===== config.mk =====
export PLATFORM = sky130hd
export DESIGN_NAME = envelope_sequencer
export DESIGN_NICKNAME = d
export VERILOG_FILES = /design/src/rtl/envelope_pkg.sv /design/src/rtl/gain_scaler.sv /design/src/rtl/envelope_sequencer.sv
export SDC_FILE = /design/constraint.sdc
export NUM_CORES = 1
export LEC_CHECK = 0
export ABC_AREA = 1
export CAP_MARGIN = 20
export CORE_UTILIZATION = 30
export DETAILED_ROUTE_END_ITERATION = 10
export PLACE_DENSITY = 0.42
export SLEW_MARGIN = 5
export SYNTH_ARGS = -nofsm -noshare
export SYNTH_HDL_FRONTEND = slang
export SYNTH_SLANG_ARGS = --single-unit

===== constraint.sdc =====
create_clock -name clk -period 9 [get_ports clk]
set_input_delay 2.7 -clock clk [delete_from_list [all_inputs] [get_ports clk]]
set_output_delay 2.7 -clock clk [all_outputs]
set_load 0.02 [all_outputs]

===== src/rtl/envelope_pkg.sv =====
`default_nettype none
// ============================================================================
// Module      : envelope_pkg
// Description : Shared envelope state encodings and gain format constants.
// Revision    : 1.0 - initial release
// ============================================================================
package envelope_pkg;

    // Phase encoding, also visible on the phase output
    typedef enum logic [2:0] {
        IDLE    = 3'd0,
        ATTACK  = 3'd1,
        DECAY   = 3'd2,
        SUSTAIN = 3'd3,
        RELEASE = 3'd4
    } env_state_e;

    // Gain is unsigned Q0.15; full scale is just under 1.0
    localparam logic [14:0] GAIN_MAX       = 15'd32767;
    localparam int          GAIN_FRAC_BITS = 15;

endpackage : envelope_pkg
`default_nettype wire


===== src/rtl/gain_scaler.sv =====
`default_nettype none
// ============================================================================
// Module      : gain_scaler
// Description : Registered sample scaler: (sample * gain) >>> 15, one-cycle
//               latency, output held between strobes.
// Revision    : 1.0 - initial release
// ============================================================================
module gain_scaler
    import envelope_pkg::*;
(
    input  logic        clk,
    input  logic        i_rst_n,
    input  logic        i_valid,
    input  logic [15:0] i_sample,
    input  logic [14:0] i_gain,
    output logic [15:0] o_sample,
    output logic        o_valid
);

    logic signed [31:0] w_product;
    logic        [15:0] r_sample;
    logic               r_valid;

    // Gain is zero-extended so it is always treated as non-negative
    assign w_product = $signed(i_sample) * $signed({1'b0, i_gain});

    // Capture the scaled sample on each strobe; hold it otherwise
    always_ff @(posedge clk or negedge i_rst_n) begin
        if (!i_rst_n) begin
            r_sample <= 16'd0;
            r_valid  <= 1'b0;
        end else begin
            r_valid <= i_valid;
            if (i_valid) begin
                r_sample <= 16'(w_product >>> GAIN_FRAC_BITS);
            end
        end
    end

    assign o_sample = r_sample;
    assign o_valid  = r_valid;

endmodule : gain_scaler
`default_nettype wire


===== src/rtl/envelope_sequencer.sv =====
`default_nettype none
// ============================================================================
// Module      : envelope_sequencer
// Description : ADSR envelope FSM with per-sample gain stepping, driving a
//               registered sample scaler.
// Revision    : 1.0 - initial release
// ============================================================================
module envelope_sequencer
    import envelope_pkg::*;
#(
    parameter logic [15:0] ATTACK_STEP   = 16'd8192,
    parameter logic [15:0] DECAY_STEP    = 16'd4096,
    parameter logic [15:0] SUSTAIN_LEVEL = 16'd16384,
    parameter logic [15:0] RELEASE_STEP  = 16'd2048
)
(
    input  logic        clk,
    input  logic        reset,
    input  logic        note_on,
    input  logic        note_off,
    input  logic [15:0] sample_in,
    input  logic        in_ready,
    output logic [15:0] sample_out,
    output logic        out_ready,
    output logic [2:0]  phase,
    output logic [14:0] gain
);

    env_state_e  r_state;
    env_state_e  w_state_nxt;
    logic [14:0] r_gain;
    logic [14:0] w_gain_nxt;

    logic [16:0] w_attack_sum;
    logic [15:0] w_decay_dn;
    logic [15:0] w_release_dn;
    logic        w_off_legal;

    // Candidate step results; subtractions clamp at zero instead of wrapping
    assign w_attack_sum = {2'b00, r_gain} + {1'b0, ATTACK_STEP};
    assign w_decay_dn   = ({1'b0, r_gain} >= DECAY_STEP)   ? ({1'b0, r_gain} - DECAY_STEP)   : 16'd0;
    assign w_release_dn = ({1'b0, r_gain} >= RELEASE_STEP) ? ({1'b0, r_gain} - RELEASE_STEP) : 16'd0;

    // note_off only matters while a note is sounding and not yet releasing
    assign w_off_legal = (r_state == ATTACK) || (r_state == DECAY) || (r_state == SUSTAIN);

    // Next state and gain: events take priority and freeze the gain that cycle
    always_comb begin
        w_state_nxt = r_state;
        w_gain_nxt  = r_gain;
        if (note_on) begin
            w_state_nxt = ATTACK;
        end else if (note_off && w_off_legal) begin
            w_state_nxt = RELEASE;
        end else if (in_ready) begin
            case (r_state)
                IDLE: begin
                    w_gain_nxt = 15'd0;
                end
                ATTACK: begin
                    if (w_attack_sum >= {2'b00, GAIN_MAX}) begin
                        w_gain_nxt  = GAIN_MAX;
                        w_state_nxt = DECAY;
                    end else begin
                        w_gain_nxt = w_attack_sum[14:0];
                    end
                end
                DECAY: begin
                    if (w_decay_dn <= SUSTAIN_LEVEL) begin
                        w_gain_nxt  = SUSTAIN_LEVEL[14:0];
                        w_state_nxt = SUSTAIN;
                    end else begin
                        w_gain_nxt = w_decay_dn[14:0];
                    end
                end
                SUSTAIN: begin
                    w_gain_nxt = r_gain;
                end
                RELEASE: begin
                    w_gain_nxt = w_release_dn[14:0];
                    if (w_release_dn == 16'd0) begin
                        w_state_nxt = IDLE;
                    end
                end
                default: begin
                    w_state_nxt = IDLE;
                    w_gain_nxt  = 15'd0;
                end
            endcase
        end
    end

    // State and gain registers
    always_ff @(posedge clk or negedge reset) begin
        if (!reset) begin
            r_state <= IDLE;
            r_gain  <= 15'd0;
        end else begin
            r_state <= w_state_nxt;
            r_gain  <= w_gain_nxt;
        end
    end

    // Scaling uses the pre-step gain of the cycle the sample arrives
    gain_scaler u_gain_scaler (
        .clk      (clk),
        .i_rst_n  (reset),
        .i_valid  (in_ready),
        .i_sample (sample_in),
        .i_gain   (r_gain),
        .o_sample (sample_out),
        .o_valid  (out_ready)
    );

    assign phase = r_state;
    assign gain  = r_gain;

endmodule : envelope_sequencer
`default_nettype wire

# After elaboration in Yosys (flattened, before gate mapping)
# Cells that the tools add are included.
# totals
ff_bits	35
inputBits	21
output_inout_bits	35
elab_cells	44
# classes
add_sub_neg	3
mul	1
n_lt_le_gt_ge	4
n_eq_ne	8
mux	12
bitwise	3
reduce_logical	9
# ops
op	count
case mux 15 bit (4 select lines)	1
two-way mux 16 bit	2
multiplier 16 x 16 -> 31 bit	1
two-way mux 15 bit	2
two-way mux 3 bit	6
adder 15 x 14 -> 16 bit, second input constant	1
greater-or-equal comparator 16 x 15 -> 1 bit, second input constant	1
less-or-equal comparator 16 x 15 -> 1 bit, second input constant	1
zero test 16 bit	1
subtractor 15 x 12 -> 16 bit, second input constant	1
subtractor 15 x 13 -> 16 bit, second input constant	1
greater-or-equal comparator 15 x 12 -> 1 bit, second input constant	1
greater-or-equal comparator 15 x 13 -> 1 bit, second input constant	1
case mux 3 bit (4 select lines)	1
!= test 4 x 2 -> 1 bit, second input constant	2
equality test 3 x 2 -> 1 bit, second input constant	2
AND reduction 5 bit	1
!= test 4 bit, second input constant	1
AND reduction 4 bit	1
equality test 3 x 1 -> 1 bit, second input constant	1
equality test 3 bit, second input constant	1
zero test 3 bit	1
!= test 3 x 1 -> 1 bit, second input constant	1
NOT 1 bit	3
4 further kinds	5

# Depth between registers and ports, before layout
# depth
ltp_word	8
ltp_mapped	28

# Cells and area by module
# A second synthesis with hierarchy kept.
# hier_totals
cells_unflattened	1688
area_unflattened_um2	12147.9
# by_module_without_submodules
mod	instances	cells_each	area_per_inst_um2	seq_area_each_um2
gain_scaler	1	1434	10526.3	425.4
envelope_sequencer	1	254	1621.6	450.4

# Worst setup path after synthesis
# OpenSTA, ideal clock, no wires.
# synth_timing
path_kind	input -> register
from	input port sample_in[15]
to	register u_gain_scaler.r_sample[15], in the netlist u_gain_scaler.o_sample[15]
setup_ps	118
arrival_ps	7726
path_slack_ps	1156
cell_stages	23
n_path_buf	1
path_cell_list	clkbuf_1 > nand2_1 > fa_1 > fa_1 > inv_1 > fa_1 > inv_1 > fa_1 > inv_1 > fa_1 > inv_1 > fa_1 > inv_1 > ha_1 > inv_1 > nor3_1 > inv_1 > nor2_1 > nand3_1 > nand2_1 > nand2_1 > nand3_1 > nand2_1
# synth_between
elab_chain_len	1
# synth_rtl
element	line	source
start: declaration	envelope_sequencer.sv:21	input logic [15:0] sample_in,
multiplier 16 x 16 -> 31 bit	gain_scaler.sv:25	assign w_product = $signed(i_sample) * $signed({1'b0, i_gain});
end signal: assignment	gain_scaler.sv:35	r_sample <= 16'(w_product >>> GAIN_FRAC_BITS);
end: declaration	gain_scaler.sv:21	logic [15:0] r_sample;
# No other way between the ends.
# A chain may end at the register's enable or synchronous reset.

# Final worst setup path
# layout_timing
from	input port sample_in[15]
to	register u_gain_scaler.r_sample[10], in the netlist u_gain_scaler.o_sample[10]
# Same word-level chain as after synthesis.

==> metrics.md <==
| Metric | Value |
|---|---|
| Yosys reg bits | 35 |
| Yosys top cell by area | fa_1 |
| GR Overflow Total | 0 |
| Max_slew headroom | a little over 30% |
| Ys Warns | 0 |
| # Max-Cap Violations | 0 |
| DR DRC count | 0 |
| Tot GR Track Use | a little under a fifth |
| Final std cells w/o fill | 2175 |
| CTS tree | yes |
| Mapped Nets | 1957 |
| Via count | 9714 |
| Storage element area | 876 um2 |
| Most common cell in the netlist | inv_1 |
| Post-synth EDFFs | 0 |
| Ports | 56 |
| Antenna diodes | 0 |
| Share of layout cells above drive strength 1 | under 10% |
| Clk_lat worst skew | 0.29 ns |
| Ratio of final minimum period to clock period | 94.8% |
| Setup Skew | 0.00920 ns |
| Critical path peak fanout | 12 |
| Post-synthesis sequential area ratio | 7.34% |
| Synth cell types | 45 |
| Multi-input gate area | roughly 0.009 mm2 |
| Core footprint | 0.0389 mm2 |
| 1st-pass router iterations | 5 |
| Initial antenna violation count | 0 |
| Arr. time, crit path | 8.75 ns |
| Routed Antenna Nets | 0 |
| Syn Area/Cell | 7.41 um2 |
| Initial drt markers | 386 |
| Worst-Margin Slew | between 1 and 1.5 ns |
| Vias per inst | between 4 and 5 |
| H-tree depth | 2 |
| Row Count | 72 |
| Yosys top cell area share | 40.3% |
| Peak supply drop | 0.0972 mV |
| Post-Syn Instances | 1610 |
| Fill count | 4239 |
| Crit Path Class | input port to flop |
| Clock power share | 7.8% |
| Hold/Removal Path Class | flop to flop |
| Die height | around 200 um |
| Die outline width | 201 um |
| Combinational power share | between 80% and 90% |
| HPWL after DPL | between 20000 and 30000 um |
| Post-placement cell count | roughly 2200 |
| Switching Fraction | 56.5% |
| Commonest cells in the netlist | inv_1 (460), nand2_1 (442), fa_1 (240), ha_1 (86), nor2_1 (76) |
| WL final | approximately 35000 um |
| Bufs on Longest Clock Path | 2 |
| Final hold violation count | 0 |
| Post CTS Setup Buffer Count | 0 |
| Hold_buf cts | 0 |
| Clock root cell | clkbuf_16 |
| Netlist Area Pre-Place | 0.0119 mm2 |
| CTS buffer count | 5 |
| Area growth syn-to-layout | 11.8% |
| Startpoint Class | input port |
| Final nets | 2003 |
| Worst Setup End Kind | flop |
| Setup TNS | 0 ns |
| Largest net degree at the start of global routing | 36 |
| Vias in the first global route | 10613 |
| DR WL/cell | roughly 16 um |
| Sequential power share | slightly below 10% |
| Psw | 1.41 mW |
| PwrDens | 187 mW/mm2 |
| Total Power | approximately 2.5 mW |
| P_int | approximately 1.1 mW |
| RSZ-0062 raised after global routing | false |
| Final Slew Violations | 0 |
| Status | finished, final reports clean |
| Util after Layout | 34.3% |
| Die ar. | 0.0406 mm2 |
| Final setup vio count | 0 |
| Post-CTS sizing | 0 |
| Clk sink count | 35 |
| Worst Path Required | between 9 and 10 ns |
| Gp weighted congestion | 0.831 |
| Final hold slack | 0.480 ns |
| Leakage Power | 7.65 nW |
| Fin crit period | 8.53 ns |
| Most used DFF post-synth | dfrtp_1 |
| Starting Density | 30.7% |
| Synth top area cells | fa_1 (40%), inv_1 (14%), nand2_1 (14%), ha_1 (9.0%), dfrtp_1 (7.3%) |
| Clk slew on worst S/H paths | approximately 0.060 ns |
| First-pass GRT wire length | 58700 um |
| Ys async rst share | 100% |
| Port-buffer cells | 55 |
| Fmax | 117 MHz |
power by group through the flow:
stage | clock network (mW) | logic, mW | registers (mW)
CTS | 0.201 | 2.10 | 0.247
global placement | 0 | 2.09 | 0.251
detailed placement | 0 | 2.08 | 0.248
floorplan | 0 | 1.36 | 0.283
global route | 0.206 | 2.36 | 0.252
finish | 0.196 | 2.05 | 0.246
per-stage QoR:
step	setup WS, ns	area (um2)
after global routing	0.0361	13300
after CTS	0.404	13300
after floorplan	1.16	11900
after detailed placement	0.130	13200
after global placement	0.160	13200
final	0.472	13300
registers in the layout, indices dropped and copies added, names as in the netlist:
register and count:
u_gain_scaler.o_valid 1, u_gain_scaler.o_sample 16, phase 3, gain 15
cell type report:
cell class,instances,area share (%)
inverters,467,13.2
clock buffers,8,1.17
multi-input cells,1049,67.7
repair buffers,98,6.54
flip-flops and latches,35,6.56
well taps,518,4.86
critical path: stages:
cell	delay (ns)
clkdlybuf4s50_1	0.58
buf_4	0.23
nand2_1	0.11
inv_1	0.12
fa_1	0.42
inv_1	0.13
fa_1	0.48
inv_1	0.30
fa_1	0.50
fa_1	0.51
fa_1	0.50
inv_1	0.05
fa_1	0.48
inv_1	0.04
ha_1	0.42
nand2_1	0.16
nor2_1	0.26
nand4_1	0.14
a21o_1	0.18
nand3_1	0.11
nor2_1	0.05
nand3b_1	0.20
nand2_1	0.09
final timing paths:
path	startpoint	to	slack, ns	depth (start not counted)
max	sample_in[15]	u_gain_scaler.o_sample[10]$_DFFE_PN0P_	0.47	23
min	u_gain_scaler.o_sample[15]$_DFFE_PN0P_	u_gain_scaler.o_sample[15]$_DFFE_PN0P_	0.48	2
max reg2reg	gain[6]$_DFFE_PN0P_	u_gain_scaler.o_sample[10]$_DFFE_PN0P_	2.71	21
min reg2reg	u_gain_scaler.o_sample[15]$_DFFE_PN0P_	u_gain_scaler.o_sample[15]$_DFFE_PN0P_	0.48	2
max in group asynchronous	reset	u_gain_scaler.o_sample[10]$_DFFE_PN0P_	5.84	1
min in group asynchronous	reset	gain[14]$_DFFE_PN0P_	2.55	1
layer usage:
layer / up-vias / GRT usage [%] / part of all wire, %
met5: - / 0 / 0
met4: 0 / 1.68 / 0.76
met3: 16 / 1.83 / 2.3
met2: 138 / 31.4 / 48
met1: 4834 / 25.6 / 49
li1: 4726 / - / -
logic make-up after synthesis:
group / Yosys count / synth area share [%]
buf+inv: 526 / 16.9
simple gates: 629 / 21.6
fa+ha+maj: 326 / 49.3
compound gates: 84 / 4.13
flops: 35 / 7.34
xor+xnor: 10 / 0.734
layout by cell type (no fill, tap or decap), types with 9 or more instances in the layout:
cell | Yosys | final
ha_1 | 86 | 86
nand2_1 | 442 | 442
nand3_1 | 48 | 48
nor3_1 | 19 | 19
a21o_1 | 9 | 9
buf_4 | 2 | 42
nand4_1 | 24 | 24
o21ai_0 | 22 | 22
inv_1 | 460 | 460
nor2_1 | 76 | 76
dfrtp_1 | 35 | 35
a21oi_1 | 32 | 32
fa_1 | 240 | 240
clkdlybuf4s50_1 | 0 | 54
(Power assumes the default switching activity.)
